--- src/rtl/operator_scheduler.sv ---
// Per-frame voice/operator issue sequencer with a host config write FIFO; IDs issue 1/clk, config writes land 1 clk after pop.
// Host backpressure via o_HostWriteReady (FIFO full); define OPERATOR_SCHEDULER_FRAME_COUNTER_EN to add o_FrameCount.
module operator_scheduler #(
  parameter int NUM_VOICES    = 32,
  parameter int NUM_OPERATORS = 8,
  parameter int PIPE_LATENCY  = 8,
  parameter int FRAME_CYCLES  = 512,
  parameter int FIFO_DEPTH    = 4
) (
  input  logic                                          i_Clock,
  input  logic                                          i_Reset_n,
  input  logic                                          i_Enable,
  output logic [$clog2(NUM_VOICES*NUM_OPERATORS)-1:0]  o_VoiceOperator,
  output logic                                          o_Valid,
  output logic                                          o_FrameStart,
  output logic                                          o_SampleReady,
  output logic                                          o_Busy,
  input  logic                                          i_HostWriteEnable,
  input  logic [$clog2(NUM_VOICES*NUM_OPERATORS)-1:0]  i_HostWriteAddr,
  input  logic [15:0]                                   i_HostWriteData,
  output logic                                          o_HostWriteReady,
  output logic                                          o_Overflow,
  output logic                                          o_AlgorithmWriteEnable,
  output logic [$clog2(NUM_VOICES*NUM_OPERATORS)-1:0]  o_ConfigWriteAddr,
  output logic [15:0]                                   o_ConfigWriteData
`ifdef OPERATOR_SCHEDULER_FRAME_COUNTER_EN
  ,
  output logic [15:0]                                   o_FrameCount
`endif
);

  localparam int SLOTS      = NUM_VOICES * NUM_OPERATORS;
  localparam int ID_W       = $clog2(SLOTS);
  localparam int GAP_CYCLES = FRAME_CYCLES - SLOTS - PIPE_LATENCY;
  localparam int CNT_W      = $clog2(FRAME_CYCLES);
  localparam int PTR_W      = $clog2(FIFO_DEPTH);
  localparam int FCNT_W     = PTR_W + 1;

  localparam logic [CNT_W-1:0]  ISSUE_LAST = CNT_W'(SLOTS - 1);
  localparam logic [CNT_W-1:0]  DRAIN_LAST = CNT_W'(PIPE_LATENCY - 1);
  localparam logic [CNT_W-1:0]  GAP_LAST   = CNT_W'(GAP_CYCLES - 1);
  localparam logic [FCNT_W-1:0] FIFO_FULL  = FCNT_W'(FIFO_DEPTH);

  generate
    if (FRAME_CYCLES < SLOTS + PIPE_LATENCY + 1) begin : g_bad_frame
      $error("FRAME_CYCLES too small for NUM_VOICES*NUM_OPERATORS + PIPE_LATENCY + 1");
    end
    if ((1 << PTR_W) != FIFO_DEPTH) begin : g_bad_depth
      $error("FIFO_DEPTH must be a power of two");
    end
  endgenerate

  typedef enum logic [1:0] {
    STOPPED = 2'd0,
    ISSUE   = 2'd1,
    DRAIN   = 2'd2,
    GAP     = 2'd3
  } state_t;

  state_t           state, state_nxt;
  logic [CNT_W-1:0] cnt, cnt_nxt;
  logic             issue_vld;
  logic             frame_start;
  logic             sample_rdy;
  logic             pop_ok;

  always_ff @(posedge i_Clock) begin
    if (!i_Reset_n) begin
      state <= STOPPED;
      cnt   <= '0;
    end else begin
      state <= state_nxt;
      cnt   <= cnt_nxt;
    end
  end

  // pop_ok keeps config writes out of the issue window, including the cycle that
  // would land a write on top of slot 0.
  always_comb begin
    state_nxt   = state;
    cnt_nxt     = cnt + CNT_W'(1);
    issue_vld   = 1'b0;
    frame_start = 1'b0;
    sample_rdy  = 1'b0;
    pop_ok      = 1'b0;
    case (state)
      STOPPED: begin
        cnt_nxt = '0;
        pop_ok  = !i_Enable;
        if (i_Enable) begin
          state_nxt = ISSUE;
        end
      end
      ISSUE: begin
        issue_vld   = 1'b1;
        frame_start = (cnt == '0);
        if (cnt == ISSUE_LAST) begin
          state_nxt = DRAIN;
          cnt_nxt   = '0;
        end
      end
      DRAIN: begin
        pop_ok = 1'b1;
        if (cnt == DRAIN_LAST) begin
          sample_rdy = 1'b1;
          state_nxt  = GAP;
          cnt_nxt    = '0;
        end
      end
      GAP: begin
        pop_ok = 1'b1;
        if (cnt == GAP_LAST) begin
          pop_ok    = !i_Enable;
          cnt_nxt   = '0;
          state_nxt = i_Enable ? ISSUE : STOPPED;
        end
      end
      default: begin
        state_nxt = STOPPED;
        cnt_nxt   = '0;
      end
    endcase
  end

  assign o_Valid         = issue_vld & i_Reset_n;
  assign o_VoiceOperator = o_Valid ? cnt[ID_W-1:0] : '0;
  assign o_FrameStart    = frame_start & i_Reset_n;
  assign o_SampleReady   = sample_rdy & i_Reset_n;
  assign o_Busy          = (state != STOPPED) & i_Reset_n;

  logic [ID_W-1:0]   fifo_addr [FIFO_DEPTH];
  logic [15:0]       fifo_data [FIFO_DEPTH];
  logic [PTR_W-1:0]  wr_ptr, rd_ptr;
  logic [FCNT_W-1:0] fifo_cnt;
  logic              fifo_full, fifo_empty;
  logic              push, pop;
  logic              overflow_q;
  logic              awe_q;
  logic [ID_W-1:0]   cfg_addr_q;
  logic [15:0]       cfg_data_q;

  assign fifo_full        = (fifo_cnt == FIFO_FULL);
  assign fifo_empty       = (fifo_cnt == '0);
  assign o_HostWriteReady = !fifo_full && i_Reset_n;
  assign push             = i_HostWriteEnable && o_HostWriteReady;
  assign pop              = !fifo_empty && pop_ok;

  always_ff @(posedge i_Clock) begin
    if (push) begin
      fifo_addr[wr_ptr] <= i_HostWriteAddr;
      fifo_data[wr_ptr] <= i_HostWriteData;
    end
  end

  always_ff @(posedge i_Clock) begin
    if (!i_Reset_n) begin
      wr_ptr     <= '0;
      rd_ptr     <= '0;
      fifo_cnt   <= '0;
      overflow_q <= 1'b0;
      awe_q      <= 1'b0;
      cfg_addr_q <= '0;
      cfg_data_q <= '0;
    end else begin
      if (push) begin
        wr_ptr <= wr_ptr + PTR_W'(1);
      end
      if (pop) begin
        rd_ptr     <= rd_ptr + PTR_W'(1);
        cfg_addr_q <= fifo_addr[rd_ptr];
        cfg_data_q <= fifo_data[rd_ptr];
      end
      fifo_cnt   <= fifo_cnt + FCNT_W'(push) - FCNT_W'(pop);
      overflow_q <= overflow_q | (i_HostWriteEnable & !o_HostWriteReady);
      awe_q      <= pop;
    end
  end

  assign o_Overflow             = overflow_q & i_Reset_n;
  assign o_AlgorithmWriteEnable = awe_q & i_Reset_n;
  assign o_ConfigWriteAddr      = i_Reset_n ? cfg_addr_q : '0;
  assign o_ConfigWriteData      = i_Reset_n ? cfg_data_q : '0;

`ifdef OPERATOR_SCHEDULER_FRAME_COUNTER_EN
  logic [15:0] frame_cnt;

  always_ff @(posedge i_Clock) begin
    if (!i_Reset_n) begin
      frame_cnt <= '0;
    end else if (frame_start) begin
      frame_cnt <= frame_cnt + 16'd1;
    end
  end

  assign o_FrameCount = i_Reset_n ? frame_cnt : '0;
`endif

endmodule

--- config.mk ---
export PLATFORM = sky130hd
export DESIGN_NAME = operator_scheduler
export DESIGN_NICKNAME = d
export VERILOG_FILES = /design/src/rtl/operator_scheduler.sv
export SDC_FILE = /design/constraint.sdc
export NUM_CORES = 1
export LEC_CHECK = 0
export ABC_AREA = 1
export ABC_CLOCK_PERIOD_IN_PS = 4100
export CAP_MARGIN = 20
export CORE_ASPECT_RATIO = 2
export CORE_MARGIN = 1
export CORE_UTILIZATION = 56
export DETAILED_ROUTE_END_ITERATION = 12
export GPL_TIMING_DRIVEN = 1
export PLACE_DENSITY = 0.83
export SLEW_MARGIN = 40
export SYNTH_ARGS = -nofsm -noshare
export SYNTH_HDL_FRONTEND = slang
export SYNTH_SLANG_ARGS = --single-unit
--- constraint.sdc ---
create_clock -name i_Clock -period 4.1 [get_ports i_Clock]
set_clock_uncertainty 0.05 [all_clocks]
set_input_delay 1.23 -clock i_Clock [delete_from_list [all_inputs] [get_ports i_Clock]]
set_output_delay 1.23 -clock i_Clock [all_outputs]
set_load 0.1 [all_outputs]
==> impl_results.md <==
* Peak supply drop at 0.570 mV
* Design Power at 5.03 mW
* Vias per cell at 5.33
* Max Slew Vio Count at 0
* Area Overhead vs Synth at 30.8%
* Hold buffers post-CTS at 0
* RSZ-0062 raised after global routing: false
* GPL Wtd Cong at 0.829
* Worst Reg2Reg Path Length in Cells at 14
* Global route overflow at 0
* CP Max Fanout at 3
* Slew at the pin closest to its max-slew limit at 803 ps
* Postcts setup bufs at 0
* P per Cell Area at 638 mW/mm^2
* Worst hold stages at 2
* Number of synthesized register bits at 140
* Worst hold start: overflow_q
* Clk sinks at 140
* Fmax at 258 MHz
* Status: complete, no violations
* Post-CTS Resized at 0
* Worst Hold Class: flop to flop
* Maxcap violations at 0
* Die area at 0.0112 mm^2
* Max_slew headroom at 46.4%
* Num rows at 53
* Ys flop type: edfxtp_1
* Placed cells at 787
* CP max-delay cell: clkdlybuf4s50_1
* Kind of start point of the critical path: input pin
* Vias in the first global route at 4569
* Die X at 75.4 um
* Final Hold Viols at 0
* DR vias at 4366
* Total GRT Usage at 25.0%
* WHS Endpoint: overflow_q
* Router iterations before antenna repair at 5
* Detailed Route Iter0 Violations at 278
* Synthesis Warnings at 0
* Crit path cell chain: clkdlybuf4s50_1 -> nand2_1 -> inv_1 -> nand3_1 -> nor3b_4 -> buf_12
* Hold Slack at 406 ps
* Dpl cell area at 0.00721 mm^2
* Avg WL per Cell at 15.5 um
* Net count, final at 712
* Area contributors post-synth: edfxtp_1, dfxtp_1, nand2_1
* Synth unique cells at 31
* Clk root buf: clkbuf_16
* Syn Std Cell Area at 0.00603 mm^2
* Io pins at 67
* Asr flop ratio synth at 0%
* Synth Instances at 599
* H-Tree Depth at 4
* CP peak stage delay at 560 ps
* Tmin final at 3870 ps
* Top cell type by total area after synthesis: edfxtp_1
* First-pass GRT wire length at 20.2 mm
* Mean Syn Cell Area at 10.1 um^2
* Core Area at 0.0105 mm^2
* R2R Path End: fifo_cnt[2]
* Share of layout cells above drive strength 1 at 16.9%
* Ant. Diodes at 0
* Detail Placement HPWL at 7.99 mm
* Initial antenna violation count at 0
* I/O Buffers at 66
* Post-DRT Antenna Nets at 0
* Pleak at 3.54 nW
* CTS tree: yes
* Critical Path RT at 2820 ps
* Largest net degree at the start of global routing at 53
* Seq/Total Area, Yosys at 62.5%
* Clk Latency, worst-skew pair at 410 ps
* Post-Synthesis Net Count at 642
* Post-synth EDFFs at 96
* Final setup violation count at 0
* R2r setup slk at 1280 ps
* Clk buf depth at 2
* CTS Buf Count at 17
* Top cell type's share of synthesized area at 47.8%
* Layout filler cell count at 672
* Routed Wire Length at 12.7 mm
* Die Ht at 149 um
* Most common cell in the netlist: nand2_1
* Clock transition at the registers of the reported paths at 50 ps
* CP bufs+invs at 3
* # DRC at 0
* CP Capture Type: primary output
* CP Class: input pin to primary output
* Reg2reg start: state[0]
* Period utilization at 94.4%
* Worst EP arrival at 2590 ps
* Commonest cells in the netlist: nand2_1, edfxtp_1, inv_1
* TNS Setup at 0 ps
* Top Family by Delay on Critical Path: buffers and inverters
* Finished Layout Cells at 819
* Fin area at 0.00788 mm^2
* Initial Util at 57.5%
-- sequential cells by signal, summed over array words and instances (netlist names) --
signal / flops
fifo_cnt: 3
rd_ptr: 2
wr_ptr: 2
cnt: 9
fifo_data: 64
fifo_addr: 32
awe_q: 1
cfg_data_q: 16
overflow_q: 1
cfg_addr_q: 8
state: 2
-- power breakdown --
part           leakage [nW]  internal (mW)  switching [mW]  total (mW)
Clock                 0.316           1.14           0.565        1.71
Sequential             1.23           1.65          0.0515        1.70
Combinational          1.99          0.544            1.08        1.62
Total                  3.54           3.34            1.69        5.03
-- metal layers --
layer	track usage, %	part of all wire [%]	vias up
met4	14.3	2.8	0
met3	6.03	5.1	36
met5	0	0	-
met2	45.0	58	172
met1	25.0	34	2076
li1	-	-	2082
-- worst min-delay path: stages, from the launching register on --
cell and delay [ps]:
dfxtp_1 310, nand2_1 60, o21ai_0 60
-- kinds of logic (layout without fill, tap and decap cells) --
family	Yosys count	in the layout	share of synthesized area [%]
flip-flops	140	140	62.5
AO/OA/AOI/OAI	59	59	6.94
XOR/XNOR	4	4	0.581
AND/OR/NAND/NOR	262	262	18.4
adder cells (fa/ha/maj)	15	15	3.24
buffers and inverters	119	202	8.43
-- layout by cell type (no fill, tap or decap), drive strengths merged --
cell type	n
clkdlybuf4s50	27
nand3	10
clkinvlp	3
o31ai	1
buf	49
a21oi	30
a32o	24
nand2	213
fa	1
xor2	4
nor3b	1
clkinv	4
nor3	2
nand3b	1
o21ai	4
nand4	4
edfxtp	96
dfxtp	44
or2	1
inv	96
bufinv	6
ha	14
nor2	30
clkbuf	17
-- area by class of cell --
| cell class | instances | area, um^2 | share of cell area, % |
|---|---|---|---|
| multi-input cells | 340 | 1780 | 22.6 |
| clock buffers | 17 | 425 | 5.40 |
| inverters | 94 | 355 | 4.51 |
| repair buffers | 76 | 1140 | 14.4 |
| flip-flops and latches | 140 | 3760 | 47.8 |
| clock inverters | 15 | 244 | 3.10 |
| well taps | 137 | 171 | 2.17 |
-- worst max-delay path by stage --
stage / cells after the start / slack, ps / startpoint / endpoint
global route: 6 / 170 / i_Reset_n / o_FrameStart
global placement: 6 / 250 / i_Reset_n / o_FrameStart
CTS: 6 / 210 / i_Reset_n / o_FrameStart
finish: 6 / 230 / i_Reset_n / o_FrameStart
floorplan: 5 / -510 / i_Reset_n / o_FrameStart
detailed placement: 6 / 220 / i_Reset_n / o_FrameStart
-- stage by stage --
stage,utilization (%),worst slack (ps)
2_1_floorplan,-,-509
3_3_place_gp,68.8,249
3_5_place_dp,68.8,224
4_1_cts,75.2,214
5_1_grt,75.2,169
6_report,75.2,229
(Power assumes the default switching activity.)
